==> src/rtl/mire_pkg.sv <==
// Shared types and constants for the mire (test pattern) Wishbone writer.
package mire_pkg;

  typedef enum logic [0:0] {
    PAUSE = 1'b0,
    WRITE = 1'b1
  } state_t;

  // RGB565 colours used by the patterns
  localparam logic [15:0] WHITE   = 16'hFFFF;
  localparam logic [15:0] YELLOW  = 16'hFFE0;
  localparam logic [15:0] CYAN    = 16'h07FF;
  localparam logic [15:0] GREEN   = 16'h07E0;
  localparam logic [15:0] MAGENTA = 16'hF81F;
  localparam logic [15:0] RED     = 16'hF800;
  localparam logic [15:0] BLUE    = 16'h001F;
  localparam logic [15:0] BLACK   = 16'h0000;

  // Pattern codes as presented on pattern_sel
  localparam logic [1:0] PAT_GRID  = 2'd0;
  localparam logic [1:0] PAT_BARS  = 2'd1;
  localparam logic [1:0] PAT_CHECK = 2'd2;
  localparam logic [1:0] PAT_GRAD  = 2'd3;

  // Colour of a vertical bar; any index past the last bar stays black,
  // which gives the saturation at bar 7 for free.
  function automatic logic [15:0] bar_colour(input logic [15:0] idx);
    logic [15:0] c;
    case (idx)
      16'd0:   c = WHITE;
      16'd1:   c = YELLOW;
      16'd2:   c = CYAN;
      16'd3:   c = GREEN;
      16'd4:   c = MAGENTA;
      16'd5:   c = RED;
      16'd6:   c = BLUE;
      default: c = BLACK;
    endcase
    return c;
  endfunction

endpackage

==> src/rtl/mire_wshb_if.sv <==
// 16-bit Wishbone classic bus between the mire writer and the interconnect.
interface wshb_if;
  logic [31:0] adr;
  logic [15:0] dat_ms;
  logic [1:0]  sel;
  logic        we;
  logic        cyc;
  logic        stb;
  logic [2:0]  cti;
  logic [1:0]  bte;
  logic        ack;

  modport master (output adr, dat_ms, sel, we, cyc, stb, cti, bte, input ack);
  modport slave  (input adr, dat_ms, sel, we, cyc, stb, cti, bte, output ack);
endinterface

==> src/rtl/mire_pattern.sv <==
// Combinational pixel generator: (x, y, pattern) -> RGB565 colour.
module mire_pattern
  import mire_pkg::*;
#(
  parameter int HDISP = 640,
  parameter int XW    = 10,
  parameter int YW    = 9
) (
  input  logic [XW-1:0] x,
  input  logic [YW-1:0] y,
  input  logic [1:0]    pat,
  output logic [15:0]   pixel
);

  // Bars are HDISP/8 wide; guard tiny screens against a zero width.
  localparam int BAR_W = ((HDISP / 8) > 0) ? (HDISP / 8) : 1;

  logic [15:0] xe;
  logic [15:0] ye;
  logic [15:0] bar;
  logic [4:0]  g5;
  logic [5:0]  g6;

  // Select the colour of the current pixel for the active pattern
  always_comb begin
    xe    = 16'(x);
    ye    = 16'(y);
    bar   = xe / 16'(BAR_W);
    g5    = 5'((xe >> 5) & 16'h001F);
    g6    = 6'((xe >> 4) & 16'h003F);
    pixel = BLACK;
    case (pat)
      PAT_GRID: begin
        if (((xe & 16'h000F) == 16'h0000) || ((ye & 16'h000F) == 16'h0000)) begin
          pixel = WHITE;
        end else begin
          pixel = BLACK;
        end
      end
      PAT_BARS: pixel = bar_colour(bar);
      PAT_CHECK: begin
        if (((xe ^ ye) & 16'h0020) != 16'h0000) begin
          pixel = WHITE;
        end else begin
          pixel = BLACK;
        end
      end
      PAT_GRAD: pixel = {g5, g6, g5};
      default:  pixel = BLACK;
    endcase
  end

endmodule

==> src/rtl/mire_wshb.sv <==
// Wishbone master that paints a test pattern into the framebuffer in raster
// order, one RGB565 pixel per write, releasing the bus every BURST writes.
module mire_wshb
  import mire_pkg::*;
#(
  parameter int HDISP = 640,
  parameter int VDISP = 480,
  parameter int BURST = 64
) (
  input  logic       CLK,
  input  logic       RST,
  input  logic       en,
  input  logic [1:0] pattern_sel,
  wshb_if.master     wshb_ifm,
  output logic       frame_done
);

  localparam int XW = (HDISP > 1) ? $clog2(HDISP) : 1;
  localparam int YW = (VDISP > 1) ? $clog2(VDISP) : 1;
  localparam int BW = (BURST > 1) ? $clog2(BURST) : 1;

  state_t        state;
  state_t        state_next;
  logic [XW-1:0] x;
  logic [YW-1:0] y;
  logic [BW-1:0] burst_cnt;
  logic [1:0]    pat;

  logic          take;
  logic          last_x;
  logic          last_px;
  logic          burst_end;
  logic          leave;
  logic [31:0]   pix_idx;
  logic [15:0]   pixel;

  // Decode the events that drive counters and the state machine
  always_comb begin
    take      = (state == WRITE) && wshb_ifm.ack;
    last_x    = (x == XW'(HDISP - 1));
    last_px   = last_x && (y == YW'(VDISP - 1));
    burst_end = (burst_cnt == BW'(BURST - 1));
    leave     = burst_end || !en || last_px;
  end

  // Next-state logic: a transfer only ends on ack, then the bus is released
  // if the burst is used up, the enable dropped or the frame finished.
  always_comb begin
    state_next = state;
    case (state)
      PAUSE: begin
        if (en) begin
          state_next = WRITE;
        end else begin
          state_next = PAUSE;
        end
      end
      WRITE: begin
        if (take && leave) begin
          state_next = PAUSE;
        end else begin
          state_next = WRITE;
        end
      end
      default: state_next = PAUSE;
    endcase
  end

  // State register
  always_ff @(posedge CLK or posedge RST) begin
    if (RST) begin
      state <= PAUSE;
    end else begin
      state <= state_next;
    end
  end

  // Raster position and burst counter advance once per accepted write
  always_ff @(posedge CLK or posedge RST) begin
    if (RST) begin
      x         <= '0;
      y         <= '0;
      burst_cnt <= '0;
    end else if (take) begin
      if (last_x) begin
        x <= '0;
        if (y == YW'(VDISP - 1)) begin
          y <= '0;
        end else begin
          y <= y + YW'(1);
        end
      end else begin
        x <= x + XW'(1);
      end
      if (leave) begin
        burst_cnt <= '0;
      end else begin
        burst_cnt <= burst_cnt + BW'(1);
      end
    end else begin
      x         <= x;
      y         <= y;
      burst_cnt <= burst_cnt;
    end
  end

  // Pattern latched only at frame boundaries so a frame is never mixed
  always_ff @(posedge CLK or posedge RST) begin
    if (RST) begin
      pat <= PAT_GRID;
    end else if (take && last_px) begin
      pat <= pattern_sel;
    end else if ((state == PAUSE) && (x == '0) && (y == '0)) begin
      pat <= pattern_sel;
    end else begin
      pat <= pat;
    end
  end

  // One-cycle pulse following the ack of the last pixel
  always_ff @(posedge CLK or posedge RST) begin
    if (RST) begin
      frame_done <= 1'b0;
    end else begin
      frame_done <= take && last_px;
    end
  end

  mire_pattern #(
    .HDISP (HDISP),
    .XW    (XW),
    .YW    (YW)
  ) u_pattern (
    .x     (x),
    .y     (y),
    .pat   (pat),
    .pixel (pixel)
  );

  // Byte address of the current pixel: two bytes per pixel
  assign pix_idx         = 32'(y) * 32'(HDISP) + 32'(x);
  assign wshb_ifm.adr    = pix_idx << 1;
  assign wshb_ifm.dat_ms = pixel;
  assign wshb_ifm.cyc    = (state == WRITE);
  assign wshb_ifm.stb    = (state == WRITE);
  assign wshb_ifm.we     = 1'b1;
  assign wshb_ifm.sel    = 2'b11;
  assign wshb_ifm.cti    = 3'b000;
  assign wshb_ifm.bte    = 2'b00;

endmodule
==> src/flat_wrapper.sv <==
// flat-port wrapper written by rule: the top's interface ports become plain ports
module mire_wshb_flat import mire_pkg::*;
#(
  parameter int HDISP = 640,
  parameter int VDISP = 480,
  parameter int BURST = 64
)
  (CLK, RST, en, pattern_sel, frame_done, wshb_ifm_adr, wshb_ifm_dat_ms, wshb_ifm_sel, wshb_ifm_we, wshb_ifm_cyc, wshb_ifm_stb, wshb_ifm_cti, wshb_ifm_bte, wshb_ifm_ack);
  wshb_if wshb_ifm_i ();
  input  logic CLK;
  input  logic RST;
  input  logic en;
  input  logic [1:0] pattern_sel;
  output logic frame_done;
  output wire logic [$bits(wshb_ifm_i.adr)-1:0] wshb_ifm_adr;
  output wire logic [$bits(wshb_ifm_i.dat_ms)-1:0] wshb_ifm_dat_ms;
  output wire logic [$bits(wshb_ifm_i.sel)-1:0] wshb_ifm_sel;
  output wire logic [$bits(wshb_ifm_i.we)-1:0] wshb_ifm_we;
  output wire logic [$bits(wshb_ifm_i.cyc)-1:0] wshb_ifm_cyc;
  output wire logic [$bits(wshb_ifm_i.stb)-1:0] wshb_ifm_stb;
  output wire logic [$bits(wshb_ifm_i.cti)-1:0] wshb_ifm_cti;
  output wire logic [$bits(wshb_ifm_i.bte)-1:0] wshb_ifm_bte;
  input wire logic [$bits(wshb_ifm_i.ack)-1:0] wshb_ifm_ack;
  assign wshb_ifm_adr = wshb_ifm_i.adr;
  assign wshb_ifm_dat_ms = wshb_ifm_i.dat_ms;
  assign wshb_ifm_sel = wshb_ifm_i.sel;
  assign wshb_ifm_we = wshb_ifm_i.we;
  assign wshb_ifm_cyc = wshb_ifm_i.cyc;
  assign wshb_ifm_stb = wshb_ifm_i.stb;
  assign wshb_ifm_cti = wshb_ifm_i.cti;
  assign wshb_ifm_bte = wshb_ifm_i.bte;
  assign wshb_ifm_i.ack = wshb_ifm_ack;
  mire_wshb #(.HDISP(HDISP), .VDISP(VDISP), .BURST(BURST)) u_core (.CLK(CLK), .RST(RST), .en(en), .pattern_sel(pattern_sel), .wshb_ifm(wshb_ifm_i), .frame_done(frame_done));
endmodule
==> config.mk <==
export PLATFORM = sky130hd
export DESIGN_NAME = mire_wshb_flat
export DESIGN_NICKNAME = d
export VERILOG_FILES = /design/src/rtl/mire_pkg.sv /design/src/rtl/mire_wshb_if.sv /design/src/rtl/mire_pattern.sv /design/src/rtl/mire_wshb.sv /design/src/flat_wrapper.sv
export SDC_FILE = /design/constraint.sdc
export NUM_CORES = 1
export LEC_CHECK = 0
export CORE_MARGIN = 3
export CORE_UTILIZATION = 45
export CTS_CLUSTER_SIZE = 24
export DETAILED_ROUTE_END_ITERATION = 7
export PLACE_DENSITY_LB_ADDON = 0.05
export SLEW_MARGIN = 20
export SYNTH_ARGS = -nofsm -noshare
export SYNTH_HDL_FRONTEND = slang
export SYNTH_SLANG_ARGS = --single-unit
==> constraint.sdc <==
create_clock -name CLK -period 3.96 [get_ports CLK]
set_input_delay 0.594 -clock CLK [delete_from_list [all_inputs] [get_ports CLK]]
set_output_delay 0.594 -clock CLK [all_outputs]
set_load 0.02 [all_outputs]
# Word level (Yosys, flattened, before mapping)
# Index checks and enable logic that the tools add are counted.
# Widths: inputs -> output; s select.
# classes
eq_ne,12
n_reduce_logical,18
n_mul,1
muxes,12
bitwise_logic,2
n_addsub,4
n_div,1
# ops
op,count
$pmux 16 s7,1
$pmux 16 s4,1
$eq 16x3->1 const B,3
$logic_not 16->1,3
$eq 16x2->1 const B,2
$mux 16,2
$add 19x10->20,1
$div 10x7->16 const B,1
$eq 16x1->1 const B,1
$mul 9x3->12 const B,1
$add 10x1->10 const B,1
$eq 10x10->1 const B,1
$logic_not 10->1,1
$mux 10,1
$add 9x1->9 const B,1
$eq 9x9->1 const B,1
$logic_not 9->1,1
$mux 9,1
$add 6x1->6 const B,1
$eq 6x6->1 const B,1
$logic_and 1x1->1,6
$mux 6,1
$xor 6x6->6,1
$eq 2x2->1 const B,2
10 further kinds,14
# word_totals
out_inout_bits,59
elab_cells,56
inputBits,6
ff_bits,29

# Logic depth before layout (Yosys ltp)
# Gate-level depths: netlist of run 1.
# depth
word_depth,6
depth_mapped,10
ltp_nobuf,10

# Hierarchy
# Synthesis of run 1 repeated with hierarchy kept, for this count alone.
# hier_totals
cells_unflattened,322
hier_area_um2,2782.7
# by_module_without_submodules
module,seq_area_each_um2,area_each_um2,instances,cells_per_inst
mire_wshb,725.7,2314.7,1,251
mire_pattern,0.0,467.9,1,71

# Worst setup path after synthesis of run 1
# OpenSTA, ideal clock, no wires.
# synth_timing
path_type,flip-flop to output port
from,reg u_core.y[3]
to,out wshb_ifm_adr[18]
arrival_time_ps,2730
stages_incl_launch_ff,11
path_slack_ps,636
n_path_buf,0
required_time_ps,3366
cell_sequence,dfrtp_1 ha_1 ha_1 inv_1 fa_1 nand2b_1 nor2_1 o211ai_1 or3b_1 nor3b_1 xnor2_1
# synth_between
elab_chain_len,2
# synth_lines
element,line_no,source
"start, declared",mire_wshb.sv:25,logic [YW-1:0] y;
"start signal, assigned",mire_wshb.sv:90,y <= y + YW'(1);
"start signal, assigned",mire_wshb.sv:102,y <= y;
$mul 9x3->12,mire_wshb.sv:141,assign pix_idx = 32'(y) * 32'(HDISP) + 32'(x);
$add 19x10->20,mire_wshb.sv:141,
"end, declared",flat_wrapper.sv:15,output wire logic [$bits(wshb_ifm_i.adr)-1:0] wshb_ifm_adr;
# Every way passes these cells.

# Worst setup path after layout of run 1
# layout_timing
from,reg u_core.y[1]
to,out wshb_ifm_adr[18]
# The elaborated chain is that of the path after synthesis.

==> reports/summary.md, run 1 <==
The first global-routing pass estimated 10.43 mm of wire. The Yosys step of the flow raised 0 warnings. Summing every instance area after synthesis gives 0.002693 mm². The relative slew slack came out at 45.50%. The tree is rooted in a sky130_fd_sc_hd__clkbuf_8. TritonCTS built the clock tree. The via count of the first global-routing pass came out at 2219.

The routed design uses 2.906 mm of met2 wire. For this run, design rule violations remaining after detail routing come to 0. The launching element type of the critical path was a flop. Cells with a size suffix above 1 make up 7.447% of the layout.

The antenna diode count was 0. The buffering stage count on the worst path with inverters included is 2, and the total length of routed met3 wires is 268 µm. The most numerous cell type found on the critical path is sky130_fd_sc_hd__ha_1. The static power due to leakage was 0.001467 µW. The total of buffers placed on input and output ports was 43; the number of antenna violations at the first check in global routing was 0. The tools report the capturing element type of the critical path as a primary output. The tool flagged a number of max-cap violations equal to 0. For the number of nets in the finished design, the log shows 405. The tools report the total CTS buffers as 5. In this run the deepest clock path goes through 2 buffers. The power density over the cells was 322.0 mW/mm²; the delay of the slowest cell on the worst path was 430 ps. The post-route met1 wirelength is 2.685 mm, and the pin count of the biggest net entering global routing is 22.

The tools report the peak supply drop as 205.2 µV. The clock reaches the later pin of the worst-skew pair after 280 ps. In this run the worst hold path is classified as reg2reg.

After synthesis, the share of flip-flops with an asynchronous set or reset is 100.0%. After clock tree synthesis, the flow added hold-fix buffers numbering 0. The number of standard-cell rows in the floorplan is 27, and the routed wire length is 5.937 mm. Final number of hold-violating endpoints: 0. The number of filler cells placed in the layout was 556; the largest fanout on the critical path was 3.

Main flop type after synthesis: sky130_fd_sc_hd__dfrtp_1. In this run, synthesis inferred 0 flip-flops with an integrated enable. Once the clock tree was built, the setup fixing pass inserted 0 buffers. The number of design-rule violations left by the first detailed-router iteration was 63; the number of sinks on the clock net was 29. The top routing layer in use was met4. 65 I/O pins were placed. In the final timing run, aggregate negative setup slack is 0 ps. The final critical path time including I/O delays and setup is 3710 ps. Compared with the post-synthesis result, the final layout area differs by 19.61%. The run finished with clean final reports. Internal power comes to 678.6 µW.

The total overflow left after global routing is 0. The total area inside the core boundary comes to 0.005642 mm². The arrival time at the worst endpoint came out at 3120 ps. The routed layout has 2359 vias.

The first detailed-routing pass ran for 4 iterations. For the final database, setup skew stands at 8.814 ps. OpenSTA, run right after detailed placement, puts the worst setup slack at 133.0 ps.

The number of distinct library cell variants in the gate-level netlist after synthesis is 49. After detailed placement, the total cell area comes to 0.003105 mm². The floorplan step defined a die boundary enclosing 0.006948 mm². The overall fraction of global-route tracks in use is 17.72%, and the gate count of the mapped netlist is 334.

Setup violations remaining at the end of the flow were counted as 0. Static timing analysis puts the maximum clock frequency at 269.6 MHz. Dividing the detail-routed via count by the number of cells gives 5.266. The routed wirelength normalized by instance count is 13.25 µm. In the finished design, the share of the clock period the worst path needs comes to 93.68%.

After clock tree synthesis, the clock-pin slew on the worst setup and hold paths is 70 ps. The tools report the deepest level of the CTS H-tree as 2. The HPWL after detailed placement is 4.665 mm.

Setup repair after global routing left no endpoint under its margin. The tools report the net switching power as 358.6 µW. The synthesized area divided by synthesized cell count is 8.062 µm². The tools report the final design instance area without fill as 0.003221 mm². For this configuration, the core starts out at a cell density of 47.73%. The critical path is of the reg2out type. Broken down by cell family, the worst path's largest delay share belongs to simple AND/OR/NAND/NOR gates. The relative contribution of the clock network to total power is 30.9%, and the register share of total power is 37.6%.

Number of pins exceeding their max-slew limit in the final report: 0. The width of the die was 83.36 µm; the vertical die dimension was 83.36 µm. Combinational cells account for 31.4% of the total power. The critical path goes through ha_1, ha_1, inv_1, fa_1, nand2b_1, nor2_1, o211ai_1, or3b_1, nor3b_1, xnor2_1, clkbuf_2.

The remaining number of nets flagged by the antenna check after routing was 0; the required time at the endpoint of the critical path was 3370 ps. The final setup slack of the worst path was 250.3 ps; the sequential element share of the synthesized area was 26.95%. The net switching fraction of the power was 34.57%. On the critical path, the stage with the largest delay is an instance of sky130_fd_sc_hd__fa_1. In this run, synthesis produced a sequential element count of 29. The final RePlAce weighted congestion came out at 0.8114. At the pin with the least slew margin, the transition time is 816.6 ps.
Yosys cell counts (2+ instances only):
cell	instances	share of area, %
sky130_fd_sc_hd__a21o_1	5	1.4
sky130_fd_sc_hd__a21oi_1	14	2.6
sky130_fd_sc_hd__a31oi_1	3	0.70
sky130_fd_sc_hd__and2_1	2	0.46
sky130_fd_sc_hd__and3_1	6	1.4
sky130_fd_sc_hd__buf_2	5	0.93
sky130_fd_sc_hd__buf_4	29	8.1
sky130_fd_sc_hd__clkbuf_1	5	0.70
sky130_fd_sc_hd__conb_1	2	0.28
sky130_fd_sc_hd__dfrtp_1	29	27
sky130_fd_sc_hd__fa_1	2	1.5
sky130_fd_sc_hd__ha_1	22	10
sky130_fd_sc_hd__inv_1	14	2.0
sky130_fd_sc_hd__mux2_2	2	0.84
sky130_fd_sc_hd__nand2_1	44	6.1
sky130_fd_sc_hd__nand2b_1	7	1.6
sky130_fd_sc_hd__nand3_1	8	1.5
sky130_fd_sc_hd__nand4_1	8	1.9
sky130_fd_sc_hd__nor2_1	21	2.9
sky130_fd_sc_hd__nor2b_1	3	0.70
sky130_fd_sc_hd__nor3_1	6	1.1
sky130_fd_sc_hd__nor3b_1	4	1.1
sky130_fd_sc_hd__nor4_1	3	0.70
sky130_fd_sc_hd__o21a_1	2	0.56
sky130_fd_sc_hd__o21ai_0	33	6.1
sky130_fd_sc_hd__o21ai_1	2	0.37
sky130_fd_sc_hd__o21bai_1	3	0.84
sky130_fd_sc_hd__o31ai_1	2	0.56
sky130_fd_sc_hd__or2_2	3	0.70
sky130_fd_sc_hd__or3_1	3	0.70
sky130_fd_sc_hd__xnor2_1	15	4.9
sky130_fd_sc_hd__xor2_1	10	3.3
worst register-to-register path, delay by kind of cell, from the launching register on:
| family | cells | cell delay (ps) |
|---|---|---|
| xor gates and xnor gates | 1 | 160 |
| DFF | 1 | 610 |
| and+or+nand+nor | 4 | 1560 |
sequential cells by signal (all words and copies together) (netlist names):
name and flops:
u_core.burst_cnt 6, u_core.frame_done 1, u_core.pat 2, u_core.wshb_ifm.cyc 1
u_core.x 10, u_core.y 9
per-layer routing:
layer  vias to the layer above  track usage [%]
met4                         0            4.458
li1                       1193                -
met5                         -                0
met1                      1088            23.14
met3                        11            2.679
met2                        67            30.54
power by group through the flow:
stage	Sequential, µW	Clock, µW	Combinational, µW
floorplan	367	0	264
global placement	395	0	327
detailed placement	396	0	328
CTS	390	330	330
global route	399	343	359
finish	390	321	326
cell usage in the layout (no fill, tap or decap), types with 7 or more instances in the layout:
cell,netlist,layout
sky130_fd_sc_hd__nand2_1,44,44
sky130_fd_sc_hd__clkdlybuf4s50_1,0,39
sky130_fd_sc_hd__o21ai_0,33,33
sky130_fd_sc_hd__dfrtp_1,29,29
sky130_fd_sc_hd__ha_1,22,22
sky130_fd_sc_hd__nor2_1,21,21
sky130_fd_sc_hd__conb_1,2,21
sky130_fd_sc_hd__xnor2_1,15,15
sky130_fd_sc_hd__inv_1,14,14
sky130_fd_sc_hd__a21oi_1,14,14
sky130_fd_sc_hd__buf_4,29,11
sky130_fd_sc_hd__xor2_1,10,10
sky130_fd_sc_hd__nand4_1,8,8
sky130_fd_sc_hd__nand3_1,8,8
sky130_fd_sc_hd__nand2b_1,7,7
path summary, 6_finish.rpt:
path,start,to,slack [ps],cells past startpoint
min reg2reg,u_core.burst_cnt[5],u_core.burst_cnt[5],480,1
min in group asynchronous,RST,u_core.y[1],770,2
min,u_core.burst_cnt[5],u_core.burst_cnt[5],480,1
max in group asynchronous,RST,u_core.y[5],2520,3
max reg2reg,u_core.x[9],u_core.y[4],1520,5
max,u_core.y[1],wshb_ifm_adr[18],250,11
per-stage QoR:
stage | util, % | cells | total power [µW] | hold slack, ps
final | 57.09 | 448 | 1037 | 481.5
after global routing | 57.09 | 448 | 1100 | 493.0
after CTS | 57.06 | 448 | 1050 | 477.8
after detailed placement | 55.05 | 440 | 724.5 | 465.6
after global placement | 55.05 | 440 | 721.4 | 472.0
after floorplan | - | 353 | 631.4 | 444.6
timing repair:
item / CTS / global route
cloned: 0 / 0
setup endpoints to repair: 2 / 3
hold endpoints to repair: 0 / 0
gates resized for setup: 2 / 5
cell families (layout without fill, tap and decap cells):
kind of cell | Yosys count | in the layout | synth area share (%)
compound gates | 76 | 76 | 17.57
simple gates | 122 | 122 | 22.72
other cells | 2 | 21 | 0.2789
fa+ha+maj | 24 | 24 | 11.71
flops | 29 | 29 | 26.95
mux | 2 | 2 | 0.8364
buf+inv | 54 | 77 | 11.80
xor+xnor | 25 | 25 | 8.132
layout make-up:
type	count	area [µm²]	area share, %
Tap cell	72	90.09	2.797
Multi-Input combinational cell	270	1720	53.42
Clock inverter	1	30.03	0.9324
Inverter	15	56.30	1.748
Clock buffer	7	86.33	2.681
Timing Repair Buffer	54	511.7	15.89
Sequential cell	29	725.7	22.53
No activity file was read; power rests on OpenSTA's default activity.
==> run 2: changes to the inputs <==
Settings changed: CORE_MARGIN 3 to 2.
==> run 2 against run 1 <==
  * Cell area about the same
  * Die area down 4.7%
  * Clock skew up 1.0 ps
  * Critical path depth unchanged
  * Largest cell class unchanged
  * Clock power about the same
==> reports/summary.md, run 2 (same netlist as run 1, synthesis figures left out) <==
The run finished with clean final reports. The run gives 0.8116 (about the same) as the final RePlAce weighted congestion. Counting flops per register, the top entry is u_core.x. The relative contribution of the clock network to total power came out at 30.8% (about the same).

The fmax is 256.2 MHz (-5.0%), and the fraction of final layout cells sized beyond drive strength 1 is 7.200% (-0.25 points). The root buffer cell chosen for the clock tree is sky130_fd_sc_hd__clkbuf_8. Power density over the cells: 323.5 mW/mm² (+0.44%). TritonCTS built the clock tree. The number of max-cap violations was 0 (unchanged). The largest fanout on the critical path was 3 (unchanged); the relative slew slack was 54.44% (+8.9 points). The final number of hold-violating endpoints was 0 (unchanged). The total negative setup slack was 0 ps (unchanged).

Leaving out fill and tap cells, the most frequent cells in the layout are sky130_fd_sc_hd__nand2_1, sky130_fd_sc_hd__clkdlybuf4s50_1, sky130_fd_sc_hd__o21ai_0. The most common cell after layout, fill and taps aside is sky130_fd_sc_hd__nand2_1. The required time at the endpoint of the critical path is 3370 ps (about the same), and the detailed-route via count is 2377 (+0.76%).

For the number of I/O pins, the log shows 65 (unchanged). Setup repair after global routing could not meet its margin everywhere. The via count of the first global-routing pass was 2181 (-1.7%); the full die area was 0.006619 mm² (-4.7%).

The number of pins exceeding their max-slew limit in the final report came out at 0 (unchanged). For the pin count of the biggest net entering global routing, the log shows 30 (+36%). The post-detailed-placement half-perimeter wirelength was 4.462 mm (-4.3%); the net switching power was 363.7 µW (+1.4%). The clock skew after layout came out at 9.864 ps (+1.050 ps). For the number of antenna violations at the first check in global routing, the log shows 0 (unchanged).

The largest registers in the layout are u_core.x (10), u_core.y (9), u_core.burst_cnt (6). The run gives 4 (unchanged) as the number of iterations in the first detailed-routing pass. The worst hold path class is reg2reg. The final critical path time including I/O delays and setup is 3904 ps (+193.8 ps), and the arrival time at the worst endpoint is 3310 ps (+190 ps). The number of cells upsized or downsized after cts came out at 3 (+1). The number of sinks on the clock net was 29 (unchanged). The logs give 124 (+97%) for the number of design-rule violations left by the first detailed-router iteration and 19.86% (+2.1 points) for the overall fraction of global-route tracks in use.

For the number of failing setup endpoints in the final timing report, the log shows 0 (unchanged). The routed wirelength normalized by instance count was 13.20 µm (-0.41%). The width of the die is 81.36 µm (-2.4%), and the number of design rule violations left after detail routing is 0 (unchanged). For the number of standard-cell rows in the floorplan, the log shows 28 (+3.7%). The final cycle utilization of the critical path is 98.57% (+4.9 points), and the area overhead of the layout relative to synthesis is 19.66% (about the same).

Share of power burned in combinational logic: 31.6% (+0.2 points). Vertical die dimension: 81.36 µm (-2.4%). The starting density of the core is 46.02% (-1.7 points), and the global-route wire length before repair is 10.34 mm (-0.85%). The total of buffers placed on input and output ports was 43 (unchanged); the via count normalized by instance count was 5.282 (+0.32%). The static power due to leakage was 0.001462 µW (-0.34%).

The clock slew seen by the registers of the worst setup and hold paths was 70 ps (about the same). The critical setup path kind is reg2out. The maximum buffer depth of the clock tree was 2 (unchanged). The net switching fraction of the power was 34.90% (+0.32 points). The logs give 5 (unchanged) for the total CTS buffers and 678.5 µW (about the same) for the cell internal power dissipation.

The launching element type of the critical path was a flop. The logs give 0 (unchanged) for the antenna diode count and 0 (unchanged) for the number of buffers inserted by post-CTS setup repair. The tools report the number of filler cells placed in the layout as 571 (+2.7%). For the core occupancy in the finished layout, the log shows 55.07% (-2.0 points).

The peak supply drop is 350.6 µV (+71%), and the minimum setup slack after placement is 49.11 ps (-83.89 ps). The number of nets in the finished design is 404 (-0.25%), and the standard cell core area is 0.005851 mm² (+3.7%). For the final setup slack of the worst path, the log shows 56.49 ps (-193.8 ps). The logs give 280 ps (about the same) for the clock insertion delay at the later pin of the skew report and 1042 µW (+0.48%) for the post-layout total power.

The count of hold-fix buffers inserted at cts was 0 (unchanged). The routed wire length is 5.939 mm (about the same), and the register share of total power is 37.6% (about the same). The deepest level of the CTS H-tree is 2 (unchanged). The run gives 0 (unchanged) as the remaining number of nets flagged by the antenna check after routing. The overall overflow remaining after global route is 0 (unchanged). STA classifies the critical path endpoint as a primary output. The transition time of the tightest slew-check pin is 674.0 ps (-142.6 ps). Number of flip-flops under the largest register name: 10 (unchanged).
==> run 2: cell types whose count changed in the layout (fill, tap and decap cells not counted), sizes merged <==
cell           change
buf                -1
clkbuf             -1
clkdlybuf4s15      +1
==> run 2: metal layers <==
layer | share of wire (%) | global-route usage [%] | wire length (µm)
met1 | 48 | 28.85 | 2839
met2 | 47 | 30.90 | 2796
met3 | 4.2 | 3.111 | 247
met4 | 0.93 | 4.576 | 55
met5 | 0 | 0 | 0
==> run 2: through the flow <==
stage                     cell area, µm²  hold slack [ps]  instances
after CTS                           3216            495.6        450
after global placement              3102            477.7        442
after floorplan                     2764            444.6        353
after global routing                3222            516.7        450
final                               3222            501.5        450
after detailed placement            3102            484.7        442
==> run 2: critical path, stage by stage (launching register included) <==
cell and delay, ps:
sky130_fd_sc_hd__dfrtp_1 390, sky130_fd_sc_hd__ha_1 280, sky130_fd_sc_hd__ha_1 240, sky130_fd_sc_hd__inv_1 80, sky130_fd_sc_hd__fa_1 430, sky130_fd_sc_hd__nand2b_1 170
sky130_fd_sc_hd__nor2_1 120, sky130_fd_sc_hd__o211ai_1 140, sky130_fd_sc_hd__or3b_1 420, sky130_fd_sc_hd__nor3b_1 280, sky130_fd_sc_hd__xnor2_1 160, sky130_fd_sc_hd__clkdlybuf4s15_1 320
==> run 2: path summary, 6_finish.rpt <==
check / startpoint / endpoint / slack [ps] / cells after the start
min in group asynchronous: RST / u_core.burst_cnt[0] / 700 / 2
setup / recovery: u_core.y[3] / wshb_ifm_adr[18] / 60 / 11
hold reg to reg: u_core.burst_cnt[5] / u_core.burst_cnt[5] / 500 / 1
hold / removal: u_core.burst_cnt[5] / u_core.burst_cnt[5] / 500 / 1
max in group asynchronous: RST / u_core.y[1] / 2850 / 2
setup reg to reg: u_core.x[0] / u_core.pat[1] / 1640 / 6
==> run 2: final cells by class <==
type,count,area (µm²),share of cell area [%]
clock inverter,1,30.03,0.9320
timing repair buffer,53,509.2,15.81
sequential,29,725.7,22.52
multi-input combinational,270,1720,53.40
clock buffer,7,86.33,2.680
tap,75,93.84,2.913
inverter,15,56.30,1.748
==> run 2: power groups by stage <==
stage               combinational, µW  clock [µW]  sequential, µW
finish                            330         321             391
global route                      362         342             398
CTS                               332         329             391
detailed placement                329           0             394
global placement                  327           0             395
floorplan                         264           0             367
